==> config.mk <==
export PLATFORM = sky130hd
export DESIGN_NAME = tmds_encoder_multi
export DESIGN_NICKNAME = d
export VERILOG_FILES = /design/src/rtl/tmds_encoder_multi.sv
export SDC_FILE = /design/constraint.sdc
export NUM_CORES = 1
export LEC_CHECK = 0
export BUFFER_PORTS_ARGS = -buffer_cell sky130_fd_sc_hd__buf_2
export CAP_MARGIN = 20
export CORE_MARGIN = 2
export CORE_UTILIZATION = 40
export CTS_CLUSTER_SIZE = 40
export DETAILED_ROUTE_END_ITERATION = 7
export PLACE_DENSITY_LB_ADDON = 0.25
export SLEW_MARGIN = 30
export SYNTH_ARGS = -nofsm -noshare
export SYNTH_HDL_FRONTEND = slang
export SYNTH_SLANG_ARGS = --single-unit
==> constraint.sdc <==
create_clock -name clk -period 13.25 [get_ports clk]
set_input_delay 1.325 -clock clk [delete_from_list [all_inputs] [get_ports clk]]
set_output_delay 1.325 -clock clk [all_outputs]
set_load 0.01 [all_outputs]
==> src/rtl/tmds_encoder_multi.sv <==
// Multi-lane pipelined TMDS encoder: video (8b/10b with running disparity), control,
// TERC4 data island and guard-band symbols. Two enabled clock cycles from input to tmds.
module tmds_encoder_multi #(
    parameter int NUM_CH = 3,
    parameter int CNT_W  = 5
) (
    input  logic                  clk,
    input  logic                  rst,
    input  logic                  ce,
    input  logic [2:0]            mode,
    input  logic [8*NUM_CH-1:0]   vd,
    input  logic [2*NUM_CH-1:0]   cd,
    input  logic [4*NUM_CH-1:0]   aux,
    output logic [10*NUM_CH-1:0]  tmds
);

    typedef enum logic [2:0] {
        MODE_CTRL  = 3'd0,
        MODE_VIDEO = 3'd1,
        MODE_TERC4 = 3'd2,
        MODE_VGB   = 3'd3,
        MODE_DGB   = 3'd4
    } mode_e;

    localparam logic [9:0] SYM_CTRL00 = 10'b1101010100;
    localparam logic [9:0] SYM_GB_A   = 10'b1011001100;
    localparam logic [9:0] SYM_GB_B   = 10'b0100110011;

    function automatic logic [9:0] ctrl_sym(input logic [1:0] c);
        case (c)
            2'b00:   return 10'b1101010100;
            2'b01:   return 10'b0010101011;
            2'b10:   return 10'b0101010100;
            default: return 10'b1010101011;
        endcase
    endfunction

    function automatic logic [9:0] terc4_sym(input logic [3:0] a);
        case (a)
            4'h0: return 10'b1010011100;
            4'h1: return 10'b1001100011;
            4'h2: return 10'b1011100100;
            4'h3: return 10'b1011100010;
            4'h4: return 10'b0101110001;
            4'h5: return 10'b0100011110;
            4'h6: return 10'b0110001110;
            4'h7: return 10'b0100111100;
            4'h8: return 10'b1011001100;
            4'h9: return 10'b0100111001;
            4'hA: return 10'b0110011100;
            4'hB: return 10'b1011000110;
            4'hC: return 10'b1010001110;
            4'hD: return 10'b1001110001;
            4'hE: return 10'b0101100011;
            default: return 10'b1011000011;
        endcase
    endfunction

    for (genvar g = 0; g < NUM_CH; g++) begin : g_lane
        localparam int ROLE = g % 3;

        logic [7:0]              d;
        logic [3:0]              d_ones;
        logic                    use_xnor;
        logic [8:0]              qm_d, qm_q;
        mode_e                   mode_q;
        logic [1:0]              cd_q;
        logic [3:0]              aux_q;
        logic [3:0]              n1;
        logic signed [CNT_W-1:0] n1_s, n0_s, two_q8, two_nq8;
        logic signed [CNT_W-1:0] cnt_d, cnt_q;
        logic [9:0]              sym_d, sym_q;

        assign d = vd[8*g +: 8];

        // Stage 1: transition-minimising chain.
        always_comb begin
            d_ones = '0;
            for (int k = 0; k < 8; k++) d_ones = d_ones + 4'(d[k]);
            use_xnor = (d_ones > 4'd4) || (d_ones == 4'd4 && !d[0]);
            qm_d    = '0;
            qm_d[0] = d[0];
            for (int k = 1; k < 8; k++)
                qm_d[k] = use_xnor ? ~(qm_d[k-1] ^ d[k]) : (qm_d[k-1] ^ d[k]);
            qm_d[8] = ~use_xnor;
        end

        // NOTE: sequential state uses non-blocking assignments so every register samples pre-edge values.
        always_ff @(posedge clk) begin
            if (rst) begin
                qm_q   <= '0;
                mode_q <= MODE_CTRL;
                cd_q   <= 2'b00;
                aux_q  <= '0;
            end else if (ce) begin
                qm_q   <= qm_d;
                mode_q <= mode_e'(mode);
                cd_q   <= cd[2*g +: 2];
                aux_q  <= aux[4*g +: 4];
            end
        end

        // NOTE: every output of this block gets a default first, so no path can infer a latch.
        always_comb begin
            n1 = '0;
            for (int k = 0; k < 8; k++) n1 = n1 + 4'(qm_q[k]);
            n1_s    = CNT_W'(n1);
            n0_s    = CNT_W'(4'd8 - n1);
            two_q8  = qm_q[8] ? CNT_W'(2) : CNT_W'(0);
            two_nq8 = qm_q[8] ? CNT_W'(0) : CNT_W'(2);
            sym_d   = ctrl_sym(cd_q);
            cnt_d   = '0;
            case (mode_q)
                MODE_VIDEO: begin
                    if (cnt_q == '0 || n1 == 4'd4) begin
                        sym_d = {~qm_q[8], qm_q[8], qm_q[8] ? qm_q[7:0] : ~qm_q[7:0]};
                        cnt_d = qm_q[8] ? cnt_q + n1_s - n0_s : cnt_q + n0_s - n1_s;
                    // cnt is known non-zero here, so the sign bit alone decides its polarity.
                    end else if ((!cnt_q[CNT_W-1] && n1 > 4'd4) || (cnt_q[CNT_W-1] && n1 < 4'd4)) begin
                        sym_d = {1'b1, qm_q[8], ~qm_q[7:0]};
                        cnt_d = cnt_q + two_q8 + n0_s - n1_s;
                    end else begin
                        sym_d = {1'b0, qm_q[8], qm_q[7:0]};
                        cnt_d = cnt_q + n1_s - n0_s - two_nq8;
                    end
                end
                MODE_TERC4: sym_d = terc4_sym(aux_q);
                MODE_VGB:   sym_d = (ROLE == 1) ? SYM_GB_B : SYM_GB_A;
                MODE_DGB:   sym_d = (ROLE == 0) ? terc4_sym(aux_q) : SYM_GB_B;
                default:    ;
            endcase
        end

        always_ff @(posedge clk) begin
            if (rst) begin
                sym_q <= SYM_CTRL00;
                cnt_q <= '0;
            end else if (ce) begin
                sym_q <= sym_d;
                cnt_q <= cnt_d;
            end
        end

        assign tmds[10*g +: 10] = sym_q;
    end

endmodule

==> results.txt <==
The flow ran to the end, and the final reports show no timing, DRC or antenna violations. In this run the worst hold path is classified as register to register. On the final layout, the worst hold slack is 0.471 ns. The fraction of final layout cells sized beyond drive strength 1 is 11.8%.

The number of setup violations in the final report is 0. The first-pass GRT wire length is 39.2 mm. The count of warnings emitted by yosys came out at 0. The worst setup path is of the register to register kind.

The starting utilization of the core area is 40.7%. The violation count after the first detailed-routing iteration is 512. The synthesized area is 9860 um2. The overall routed net length came out at 23.4 mm. The floorplan has 57 rows. The arithmetic-cell share of the synthesized area counting full adders, half adders and majority gates came out at 18.4%. The max-cap violation count is 0.

Hold repair after CTS inserted 0 buffers. The number of antenna violations at the first check in global routing is 0. The launch instance of the worst min-delay path is g_lane[2].sym_q[6]$_SDFFE_PP1P_. The die extent in x came out at 161 um. The number of port buffers is 77. Synthesis handed over a netlist of 1171 instances. The repair_antennas step left the layout with diodes totalling 0. The largest fanout of any net on the critical path came out at 9. The data arrival time at the worst-slack endpoint is 5.79 ns.

The total CTS buffers is 17. The cell area reported after detailed placement is 10400 um2. Of the available clock period, the critical path in the final layout requires 41.1%.

The standard cell core area is 24200 um2. The number of remaining DRC errors came out at 0. The setup skew after layout came out at 0.00993 ns. The global route total overflow is 0. The final cell area excluding filler cells came out at 11100 um2. The number of buffers inserted by post-CTS setup repair is 0. The number of H-tree levels came out at 4. The normalized max-slew margin is 35.0%. The via count of the first global-routing pass came out at 7757.

For this run, the leading register cell type out of synthesis is dfxtp_1. The mean routed wirelength per cell is 15.1 um. For this run, the post-layout net count is 1388. The basic-gate share of the synthesized area counting and, or, nand and nor cells is 14.2%. The number of top-level design ports came out at 78. Sequential elements use 25.0% of the synthesized area. The clock period minus final worst setup slack came out at 5.45 ns. The synthesized netlist contains 85 unique library cells.

The register area came out at 2460 um2. The number of synthesized flops with an enable pin came out at 0. The floorplan die height is 161 um.

The number of detailed-routing iterations run before antenna repair is 5. The share of flip-flops with an asynchronous set or reset after synthesis came out at 0%. The worst-margin pin slew is 0.974 ns. The final max-slew violation count came out at 0. The filler cell count came out at 2428. The overall via count from detail_route came out at 8005.

The area used by multi-input combinational logic is 6670 um2. The complex-gate fraction of the synthesized area came out at 18.5%. Counting instances, the worst hold path has a depth of 1. The area growth from synthesis to layout is 12.3%. The clock sink count came out at 123. By area the synthesized netlist is led by dfxtp_1 (25%), ha_1 (13%), xnor2_1 (7.5%), fa_1 (5.5%), nor2_1 (4.9%). TritonCTS built the clock tree. Based on the critical path, the design can be clocked at up to 184 MHz. The pin count of the biggest net entering global routing is 57.

The area of the die is 25900 um2. Measured against the total synthesized area, the mux share comes to 5.71%. After detailed routing, the number of vias per cell comes to 5.17. By area, the combinational part of the netlist is dominated by compound AO/OA/AOI/OAI gates. Routability-driven placement finished with a final weighted congestion of 0.843. The critical path starts at g_lane[1].qm_q[0]$_SDFFE_PP0P_. STA classifies the critical path startpoint as a register. The number of nets in the synthesized netlist is 1348. The average cell area after synthesis came out at 8.42 um2. The aggregate global-route resource usage is 18.4%. The fraction of synthesized cell area in xor and xnor cells is 10.8%. The startpoint identified for the worst register-to-register timing path is g_lane[1].qm_q[0]$_SDFFE_PP0P_.

The clock passes through at most 2 buffers. dfxtp_1 takes more of the synthesized area than any other cell. The clock reaches the later pin of the worst-skew pair after 0.42 ns.

Setup total negative slack on the finished layout was measured at 0 ns. The clock-pin slew on the worst setup and hold paths came out at 0.06 ns. The count of instances resized after the clock tree is built is 0. The final-report hold violation count came to 0. In this run the clock root is driven by a clkbuf_16. The kind of end point of the critical path is a register. Setup repair after global routing left no endpoint under its margin. The top cell type by area accounts for 25.0% of the synthesized area. The cell depth of the worst flop-to-flop path came out at 21. Data on the critical path is required at its endpoint by 13.59 ns. Synthesis inferred 123 register bits. The number of antenna-violating nets in the routed design came out at 0. nor2_1 is the most common cell in the netlist. Once detailed placement completed, the half-perimeter wirelength came to 17.8 mm. Sorting the synthesized cells by how often they occur yields nor2_1 (128), dfxtp_1 (123), inv_1 (120).
## layout make-up
cell class	instances	share of cell area (%)
tap	324	3.66
inverter	125	4.24
multi-input combinational	863	60.3
clock inverter	12	1.68
timing repair buffer	81	3.77
clock buffer	20	4.13
sequential	123	22.2
## placed cells by master (no fill, tap or decap), drive strengths merged, types with 11 or more instances in the layout
cell type  Yosys  routed
fa            27      27
nand2b        13      13
mux2i         46      46
a211oi        21      21
buf           18      81
nor2         130     130
nor3          24      24
dfxtp        123     123
a21oi         71      71
xnor2         85      85
xor2          22      22
o21ai         59      59
or2           11      11
ha           102     102
clkbuf        42      20
a221oi        21      21
nand2         74      74
a21o          15      15
inv          120     123
## through the flow
| stage | setup slack (ns) | cells | util [%] |
|---|---|---|---|
| after detailed placement | 7.81 | 1516 | 43.0 |
| final | 7.80 | 1548 | 45.7 |
| after CTS | 7.80 | 1548 | 45.7 |
| after global placement | 7.93 | 1516 | 43.0 |
| after floorplan | 8.09 | 1171 | - |
| after global routing | 7.46 | 1548 | 45.7 |
## critical path, cell delays in order, from the launching register on
cell and delay [ns]:
dfxtp_1 0.37, inv_1 0.08, fa_1 0.55, fa_1 0.42, fa_1 0.49, inv_1 0.04, ha_1 0.19, inv_1 0.07
fa_1 0.49, ha_1 0.36, nor2_1 0.19, a21oi_1 0.06, ha_1 0.34, inv_1 0.07, fa_1 0.43, xnor2_1 0.19
xnor2_1 0.16, nor2_1 0.05, and4b_1 0.19, or3_1 0.33, a31o_1 0.18, o21ai_1 0.12
## kinds of logic after synthesis
group | count (synthesis)
adders and majority gates | 129
AOI/OAI and AO/OA | 270
buffers and inverters | 185
xor gates and xnor gates | 112
and+or+nand+nor | 300
DFF | 123
muxes | 52
## routing by layer
| metal | up-vias | track usage (%) | wire length (um) |
|---|---|---|---|
| li1 | 4087 | - | - |
| met1 | 3753 | 25.7 | 11600 |
| met2 | 146 | 29.8 | 10800 |
| met3 | 19 | 2.75 | 743 |
| met4 | 0 | 4.75 | 332 |
| met5 | - | 0 | 0 |
## path summary, 6_finish.rpt
path                                                        end  slack, ns
worst min-delay path            g_lane[2].sym_q[6]$_SDFFE_PP1P_       0.47
worst max register to register  g_lane[1].cnt_q[4]$_SDFFE_PP0P_       7.80
worst min register to register  g_lane[2].sym_q[6]$_SDFFE_PP1P_       0.47
worst max-delay path            g_lane[1].cnt_q[4]$_SDFFE_PP0P_       7.80
Power is left out: the tool's default activity adds up to more than one toggle a clock period on the data nets, which glitch-free logic cannot reach.
